File: src/rtl/counter_pkg.sv
// Shared definitions for the modulo up/down counter slice.
//   DIR_UP / DIR_DOWN    : encodings of the Ud direction input
//   CNT_*_DEF            : default WIDTH / MOD / PRESCALE values
//   clamp_load(din, mod) : load value saturated to mod-1 when din >= mod
package counter_pkg;

  localparam logic DIR_UP   = 1'b1;
  localparam logic DIR_DOWN = 1'b0;

  localparam int unsigned CNT_WIDTH_DEF    = 4;
  localparam int unsigned CNT_MOD_DEF      = 16;
  localparam int unsigned CNT_PRESCALE_DEF = 10;

  function automatic logic [31:0] clamp_load(input logic [31:0] din, input logic [31:0] mod);
    return (din < mod) ? din : (mod - 32'd1);
  endfunction

endpackage

File: src/rtl/mod_updown_counter_if.sv
// Control/status bundle of mod_updown_counter.
//   En   : count enable            Ud   : direction (1 = up, 0 = down)
//   Ld   : synchronous load strobe din  : load value
//   cnt  : registered count        tc   : terminal count (combinational)
//   wrap : one-cycle pulse after a wrapping step
// master drives the controls (bench / parent), slave is the counter.
interface mod_updown_counter_if
  import counter_pkg::*;
#(
  parameter int unsigned WIDTH = CNT_WIDTH_DEF
);

  logic             En;
  logic             Ud;
  logic             Ld;
  logic [WIDTH-1:0] din;
  logic [WIDTH-1:0] cnt;
  logic             tc;
  logic             wrap;

  modport master (
    output En, Ud, Ld, din,
    input  cnt, tc, wrap
  );

  modport slave (
    input  En, Ud, Ld, din,
    output cnt, tc, wrap
  );

endinterface

File: src/rtl/tick_gen.sv
// Count-tick prescaler: free-running modulo-DIV phase counter that advances
// only while En=1. tick is high for the one cycle in DIV where the phase sits
// at DIV-1, so the first tick after reset falls DIV cycles after release.
// Ports:
//   clk  : system clock, rising edge
//   rst  : asynchronous active-high reset (phase -> 0)
//   En   : advance enable; phase holds while low
//   tick : one-in-DIV enable pulse
module tick_gen
  import counter_pkg::*;
#(
  parameter int unsigned DIV = CNT_PRESCALE_DEF
) (
  input  logic clk,
  input  logic rst,
  input  logic En,
  output logic tick
);

  localparam int unsigned PW = (DIV > 1) ? $clog2(DIV) : 1;
  localparam logic [PW-1:0] LAST = PW'(DIV - 1);

  logic [PW-1:0] phase_q;
  logic [PW-1:0] phase_d;

  always_comb begin
    phase_d = phase_q;
    if (En) begin
      phase_d = (phase_q == LAST) ? '0 : phase_q + PW'(1);
    end
  end

  always_ff @(posedge clk or posedge rst) begin
    if (rst) begin
      phase_q <= '0;
    end else begin
      phase_q <= phase_d;
    end
  end

  assign tick = (phase_q == LAST);

endmodule

File: src/rtl/mod_updown_counter.sv
// Up/down counter that counts modulo MOD, with synchronous clamped load,
// terminal count and a registered wrap pulse.
// Build option: define COUNTER_PRESCALE_EN to gate count steps with a
// divide-by-PRESCALE tick (tick_gen); otherwise every enabled cycle steps and
// PRESCALE is unused.
// Ports:
//   clk : system clock, rising edge
//   rst : asynchronous active-high reset (cnt=0, wrap=0, prescaler phase=0)
//   bus : slave side of mod_updown_counter_if (En, Ud, Ld, din -> cnt, tc, wrap)
module mod_updown_counter
  import counter_pkg::*;
#(
  parameter int unsigned WIDTH    = CNT_WIDTH_DEF,
  parameter int unsigned MOD      = CNT_MOD_DEF,
  parameter int unsigned PRESCALE = CNT_PRESCALE_DEF
) (
  input  logic                 clk,
  input  logic                 rst,
  mod_updown_counter_if.slave  bus
);

  // Next-count arithmetic is one bit wider than the register so that a
  // modulus of 2**WIDTH is recognised as a wrap rather than aliasing to zero.
  localparam logic [WIDTH:0]   MOD_EXT = (WIDTH + 1)'(MOD);
  localparam logic [WIDTH-1:0] MAX_CNT = WIDTH'(MOD - 1);

  logic             tick;
  logic [WIDTH-1:0] cnt_q;
  logic [WIDTH-1:0] cnt_d;
  logic             wrap_q;
  logic             wrap_d;
  logic [WIDTH:0]   up_ext;
  logic [WIDTH:0]   dn_ext;
  logic             up_wrap;
  logic             dn_wrap;
  logic [WIDTH-1:0] ld_val;

`ifdef COUNTER_PRESCALE_EN
  tick_gen #(
    .DIV (PRESCALE)
  ) u_tick_gen (
    .clk  (clk),
    .rst  (rst),
    .En   (bus.En),
    .tick (tick)
  );
`else
  assign tick = 1'b1;
`endif

  always_comb begin
    up_ext  = {1'b0, cnt_q} + (WIDTH + 1)'(1);
    dn_ext  = {1'b0, cnt_q} - (WIDTH + 1)'(1);
    up_wrap = (up_ext == MOD_EXT);
    dn_wrap = dn_ext[WIDTH];  // borrow out of zero
    ld_val  = WIDTH'(clamp_load(32'(bus.din), 32'(MOD)));

    cnt_d  = cnt_q;
    wrap_d = 1'b0;
    if (bus.Ld) begin
      cnt_d = ld_val;
    end else if (bus.En && tick) begin
      // Ud is only looked at here, on the stepping edge.
      if (bus.Ud == DIR_UP) begin
        cnt_d  = up_wrap ? '0 : up_ext[WIDTH-1:0];
        wrap_d = up_wrap;
      end else begin
        cnt_d  = dn_wrap ? MAX_CNT : dn_ext[WIDTH-1:0];
        wrap_d = dn_wrap;
      end
    end
  end

  always_ff @(posedge clk or posedge rst) begin
    if (rst) begin
      cnt_q  <= '0;
      wrap_q <= 1'b0;
    end else begin
      cnt_q  <= cnt_d;
      wrap_q <= wrap_d;
    end
  end

  assign bus.cnt  = cnt_q;
  assign bus.wrap = wrap_q;
  assign bus.tc   = bus.En && (((bus.Ud == DIR_UP) && (cnt_q == MAX_CNT)) ||
                               ((bus.Ud == DIR_DOWN) && (cnt_q == '0)));

  param_ok_a: assert property (@(posedge clk) disable iff (rst)
    (MOD >= 2) && (MOD <= (2 ** WIDTH)) && (PRESCALE >= 1) && ($bits(bus.cnt) == WIDTH));

endmodule

File: src/flat_wrapper.sv
// flat-port wrapper written by rule: the top's interface ports become plain ports
module mod_updown_counter_flat import counter_pkg::*;
#(
  parameter int unsigned WIDTH    = CNT_WIDTH_DEF,
  parameter int unsigned MOD      = CNT_MOD_DEF,
  parameter int unsigned PRESCALE = CNT_PRESCALE_DEF
)
  (clk, rst, bus_En, bus_Ud, bus_Ld, bus_din, bus_cnt, bus_tc, bus_wrap);
  mod_updown_counter_if #(.WIDTH(WIDTH)) bus_i ();
  input  logic clk;
  input  logic rst;
  input wire logic [$bits(bus_i.En)-1:0] bus_En;
  input wire logic [$bits(bus_i.Ud)-1:0] bus_Ud;
  input wire logic [$bits(bus_i.Ld)-1:0] bus_Ld;
  input wire logic [$bits(bus_i.din)-1:0] bus_din;
  output wire logic [$bits(bus_i.cnt)-1:0] bus_cnt;
  output wire logic [$bits(bus_i.tc)-1:0] bus_tc;
  output wire logic [$bits(bus_i.wrap)-1:0] bus_wrap;
  assign bus_i.En = bus_En;
  assign bus_i.Ud = bus_Ud;
  assign bus_i.Ld = bus_Ld;
  assign bus_i.din = bus_din;
  assign bus_cnt = bus_i.cnt;
  assign bus_tc = bus_i.tc;
  assign bus_wrap = bus_i.wrap;
  mod_updown_counter #(.WIDTH(WIDTH), .MOD(MOD), .PRESCALE(PRESCALE)) u_core (.clk(clk), .rst(rst), .bus(bus_i));
endmodule
File: config.mk
export PLATFORM = sky130hd
export DESIGN_NAME = mod_updown_counter_flat
export DESIGN_NICKNAME = d
export VERILOG_FILES = /design/src/rtl/counter_pkg.sv /design/src/rtl/mod_updown_counter_if.sv /design/src/rtl/tick_gen.sv /design/src/rtl/mod_updown_counter.sv /design/src/flat_wrapper.sv
export SDC_FILE = /design/constraint.sdc
export NUM_CORES = 1
export LEC_CHECK = 0
export CAP_MARGIN = 20
export CORE_AREA = 2 2 39 41
export DETAILED_ROUTE_END_ITERATION = 6
export DIE_AREA = 0 0 41 43
export SETUP_SLACK_MARGIN = 0.5
export SYNTH_ARGS = -nofsm -noshare
export SYNTH_HDL_FRONTEND = slang
export SYNTH_SLANG_ARGS = --single-unit
File: constraint.sdc
create_clock -name clk -period 1.45 [get_ports clk]
set_input_delay 0.3625 -clock clk [delete_from_list [all_inputs] [get_ports clk]]
set_output_delay 0.3625 -clock clk [all_outputs]
set_load 0.03 [all_outputs]
-- Word-level counts from Yosys, hierarchy flattened
Cells that the tools add are included.
- word-level logic and storage cells: 21
- flip-flop bits (word level): 5
- add/sub/neg operators: 2
- reductions and logical operators: 6
- muxes and demuxes: 8
- bitwise gates (word level): 1
- equality and inequality tests: 2
- operator list (kind ; number):
    4-bit two-way mux ; 5
    4-bit by 1-bit adder with 5-bit output, second input constant ; 1
    5-bit equality test, second input constant ; 1
    4-bit by 1-bit subtractor with 5-bit output, second input constant ; 1
    4-bit equality test, second input constant ; 1
    4-bit zero test ; 1
    1-bit logical AND ; 3
    1-bit two-way mux ; 3
    2-bit nonzero test ; 1
    1-bit logical OR ; 1
    1-bit inverter ; 1

-- Depth between registers and ports, before layout
- word-level depth: 6
- depth in mapped cells: 6
- depth with buffers taken out: 6

-- Worst setup path after synthesis
No wires, ideal clock.
- path kind: reg-to-output
- start: register u_core.cnt_q[0], in the netlist u_core.bus.cnt[0]
- end: output bus_tc
- required time: 1.087 ns
- path slack: -0.559 ns
- path buffers: 0
- data arrival time: 1.646 ns
- cell stages (with the launch flop): 4
- path through: dfrtp_1 -> ha_1 -> nand4_1 -> a21boi_0
- word-level cells in the longest chain between the ends: 4
- RTL lines (element ; line ; text):
    from (decl) ; mod_updown_counter.sv:28 ; logic [WIDTH-1:0] cnt_q;
    from (signal assigned) ; mod_updown_counter.sv:79 ; cnt_q <= cnt_d;
    4-bit equality test or 4-bit zero test (tied branches) ; mod_updown_counter.sv:86, mod_updown_counter.sv:87 ;
    1-bit logical AND (on tied branches) ; mod_updown_counter.sv:86, mod_updown_counter.sv:87 ;
    1-bit logical OR (*) ; mod_updown_counter.sv:86 ; assign bus.tc = bus.En && (((bus.Ud == DIR_UP) && (cnt_q == MAX_CNT)) ||
    1-bit logical AND (*) ; mod_updown_counter.sv:86 ;
    to (decl) ; flat_wrapper.sv:17 ; output wire logic [$bits(bus_i.tc)-1:0] bus_tc;
Every way passes the cells marked *; elsewhere a longest branch is shown, timed or not.

-- Worst setup path after layout
- start: register u_core.cnt_q[3], in the netlist u_core.bus.cnt[3]
- end: output bus_tc
The elaborated chain is that of the path after synthesis.

==> flow_metrics.py <==
metrics = {
    "status": {
        "status": "complete, but fails checks",
        "violations": "setup timing",
    },
    "clocking": {
        "clock-sinks": 5,
        "clk_latency_ns": 0.23,
        "cts_tree": "done",
        "cts_root_buf": "clkbuf_4",
        "cts-hold-fix-buffers": 0,
        "htreeDepth": 1,
        "cts_buffer_depth": 2,
        "clk_pin_slew_worst_paths_ns": 0.04,
        "cts_buffers": 3,
    },
    "global_route": {
        "busiest_layer": "met2",
        "first_global_vias": 381,
        "grt_overflow": 0,
        "grt_pass1_wl_mm": 1.46,
        "antenna_found_initial": 0,
        "use_met3_pct": 1.57,
        "met2_usage_pct": 20.3,
        "grtUsageTotal_pct": 12.1,
        "grtUsageMet1_pct": 15.0,
        "grt_start_max_net_pins": 8,
    },
    "worst_setup_path": {
        "path_delay_family": "flip-flops",
        "path_buf_inv": 1,
        "r2r_setup_slack_ns": -0.06,
        "startpoint_type": "register",
        "reg2reg_to": "u_core.bus.cnt[2]",
        "cp_slowest_cell": "dfrtp_2",
        "crit_arrival_ns": 1.25,
        "worstPathRequired_ns": 1.09,
        "slowest_delay_ns": 0.44,
        "r2r-start": "u_core.bus.cnt[0]",
        "r2r_cells": 7,
        "worstSetupPathType": "register to output port",
        "crit_path_end_kind": "output port",
        "crit_chain": "nor3_4 -> nand2_2 -> a21boi_4 -> buf_6",
        "cp_max_fo": 3,
    },
    "power": {
        "p_comb_share_pct": 50.9,
        "power_frac_seq_pct": 27.1,
        "power.density_nw_per_um2": 840,
        "peakVddDrop_mv": 0.375,
        "p_int_mw": 0.457,
        "power_frac_clock_pct": 22.0,
        "swShare_pct": 34.1,
        "p_switching_mw": 0.236,
        "p_leak_nw": 0.341,
        "power_mw": 0.694,
    },
    "finish": {
        "area_growth_pct": 95.8,
        "fin_area_sq_um": 826,
        "drive_gt1_share_pct": 59.2,
        "n_antenna_cell": 0,
        "nets": 89,
    },
    "sta": {
        "fin_crit_ns": 1.62,
        "maxSlewViolCount": 0,
        "grt_setup_unrepaired": "true",
        "maxClockFrequency_ghz": 0.618,
        "post-route-period-util_pct": 112,
        "skew_ns": 0.00283,
        "setup_ws_ns": -0.167,
        "finalHoldViolCount": 0,
        "finalSetupViolCount": 3,
        "relSlewSlack_pct": 83.0,
        "worst_pin_slew_ns": 0.254,
    },
    "detailed_routing": {
        "wirelength_mm": 1.05,
        "drt_iter0_drc": 14,
        "num_vias": 461,
        "avgRoutedWirePerCell_microns": 11.4,
        "dr.pass1.iters": 4,
        "final_antenna_net_count": 0,
        "vias_per_cell": 5.01,
        "drc_errors": 0,
    },
    "die": {
        "dieHeight_microns": 43,
        "dieArea_sq_um": 1760,
        "design.core.area_sq_um": 1380,
        "row_count": 14,
        "die_width_microns": 41,
        "io_pins": 15,
        "initial_core_util_pct": 30.5,
    },
    "synth": {
        "yosysTopAreaCell": "dfrtp_1",
        "synth_ff_type": "dfrtp_1",
        "yosysWarningCount": 0,
        "synth_area_leaders": "dfrtp_1, ha_1, a311oi_1",
        "syn_inst": 46,
        "yosysTopAreaCellShare_pct": 29.7,
        "synth_area_per_cell_sq_um": 9.17,
        "yosysSeqAreaShare_pct": 29.7,
        "ys_types": 30,
        "synth_edf_count": 0,
        "synthArstFlopShare_pct": 100,
        "synth.ff_latch_count": 5,
        "syn_area_sq_um": 422,
        "syn_nets": 58,
    },
    "placement": {
        "io_buffers": 14,
        "place_area_sq_um": 668,
        "gp_congestion": 0.743,
        "hpwl_microns": 776,
    },
    "worst_hold_path": {
        "hp-class": "input port to async pin",
    },
    "job": {
        "cap_violations": 0,
    },
}
sequential cells by signal, indices dropped and copies added (netlist names):
signal           count
u_core.bus.cnt       4
u_core.bus.wrap      1
worst max-delay path by stage:
stage	start	end	slack (ns)	cells after the start
after floorplan	u_core.bus.cnt[0]	u_core.bus.cnt[2]	-0.06	6
after global placement	bus_Ud	bus_tc	-0.41	4
after detailed placement	bus_Ud	bus_tc	-0.45	5
after CTS	u_core.bus.cnt[0]	bus_tc	-0.17	4
after global routing	u_core.bus.cnt[0]	bus_tc	-0.22	4
final	u_core.bus.cnt[3]	bus_tc	-0.17	4
timing repair:
item / 4_1_cts / 5_1_grt
gates resized for setup: 21 / 10
pin swaps: 9 / 3
setup buffers: 2 / 3
setup endpoints to repair: 11 / 11
gates cloned: 0 / 0
Yosys cell counts (2+ instances only):
library cell	count
dfrtp_1	5
nand4_1	2
nor2_1	3
nand2_1	3
inv_1	3
ha_1	3
a21oi_1	3
a311oi_1	2
layout by cell type (no fill, tap or decap), types with 2 or more instances in the layout:
| cell type | count |
|---|---|
| a21oi_1 | 2 |
| buf_4 | 9 |
| buf_6 | 12 |
| clkbuf_4 | 3 |
| clkdlybuf4s50_1 | 7 |
| dfrtp_2 | 4 |
| ha_4 | 3 |
| inv_4 | 2 |
| nand2_1 | 2 |
| nand2_2 | 2 |
| nand4_1 | 2 |
| nor2_1 | 3 |
layer usage:
layer | share of wire, % | wire (microns) | vias to the layer above
met1 | 39 | 410 | 218
met5 | 0 | 0 | -
li1 | - | - | 227
met3 | 5.5 | 58 | 0
met4 | 0 | 0 | 0
met2 | 55 | 578 | 16
metrics by stage:
step / setup WS, ns / TNS, ns / utilization [%] / hold slack [ns] / std cells
detailed placement: -0.451 / -2.02 / 48.3 / 0.574 / 83
global placement: -0.410 / -1.88 / 48.3 / 0.571 / 83
finish: -0.167 / -0.236 / 59.7 / 0.331 / 92
global route: -0.221 / -0.384 / 59.7 / 0.343 / 92
floorplan: -0.0614 / -0.118 / - / 0.141 / 46
CTS: -0.166 / -0.237 / 54.5 / 0.328 / 89
logic make-up (layout without fill, tap and decap cells):
group,Yosys count,count (layout),synth area share (%)
AND/OR/NAND/NOR,17,17,23.1
multiplexers,2,2,6.23
buffers and inverters,6,36,8.31
AO/OA/AOI/OAI,11,11,19.6
adder cells (fa/ha/maj),3,3,8.90
XOR/XNOR,2,2,4.16
flip-flops,5,5,29.7
power groups by stage:
stage / combinational [mW] / clock (mW) / sequential [mW]
floorplan: 0.139 / 0 / 0.217
global placement: 0.274 / 0 / 0.182
detailed placement: 0.272 / 0 / 0.182
CTS: 0.300 / 0.161 / 0.187
global route: 0.378 / 0.174 / 0.190
finish: 0.353 / 0.153 / 0.188
worst register-to-register path: cells and delay by family (launching register included):
family	cells	cell delay, ns
xor+xnor	1	0.05
mux	2	0.52
simple gates	1	0.07
flops	1	0.42
fa+ha+maj	1	0.16
buf+inv	2	0.18
cell type report:
type | count | area (sq um)
fill | 124 | 558
timing repair buffer | 29 | 284
sequential | 5 | 130
tap | 16 | 20.0
multi-input combinational | 35 | 349
clock buffer | 4 | 26.3
inverter | 3 | 16.3
No activity file was read; power rests on OpenSTA's default activity.
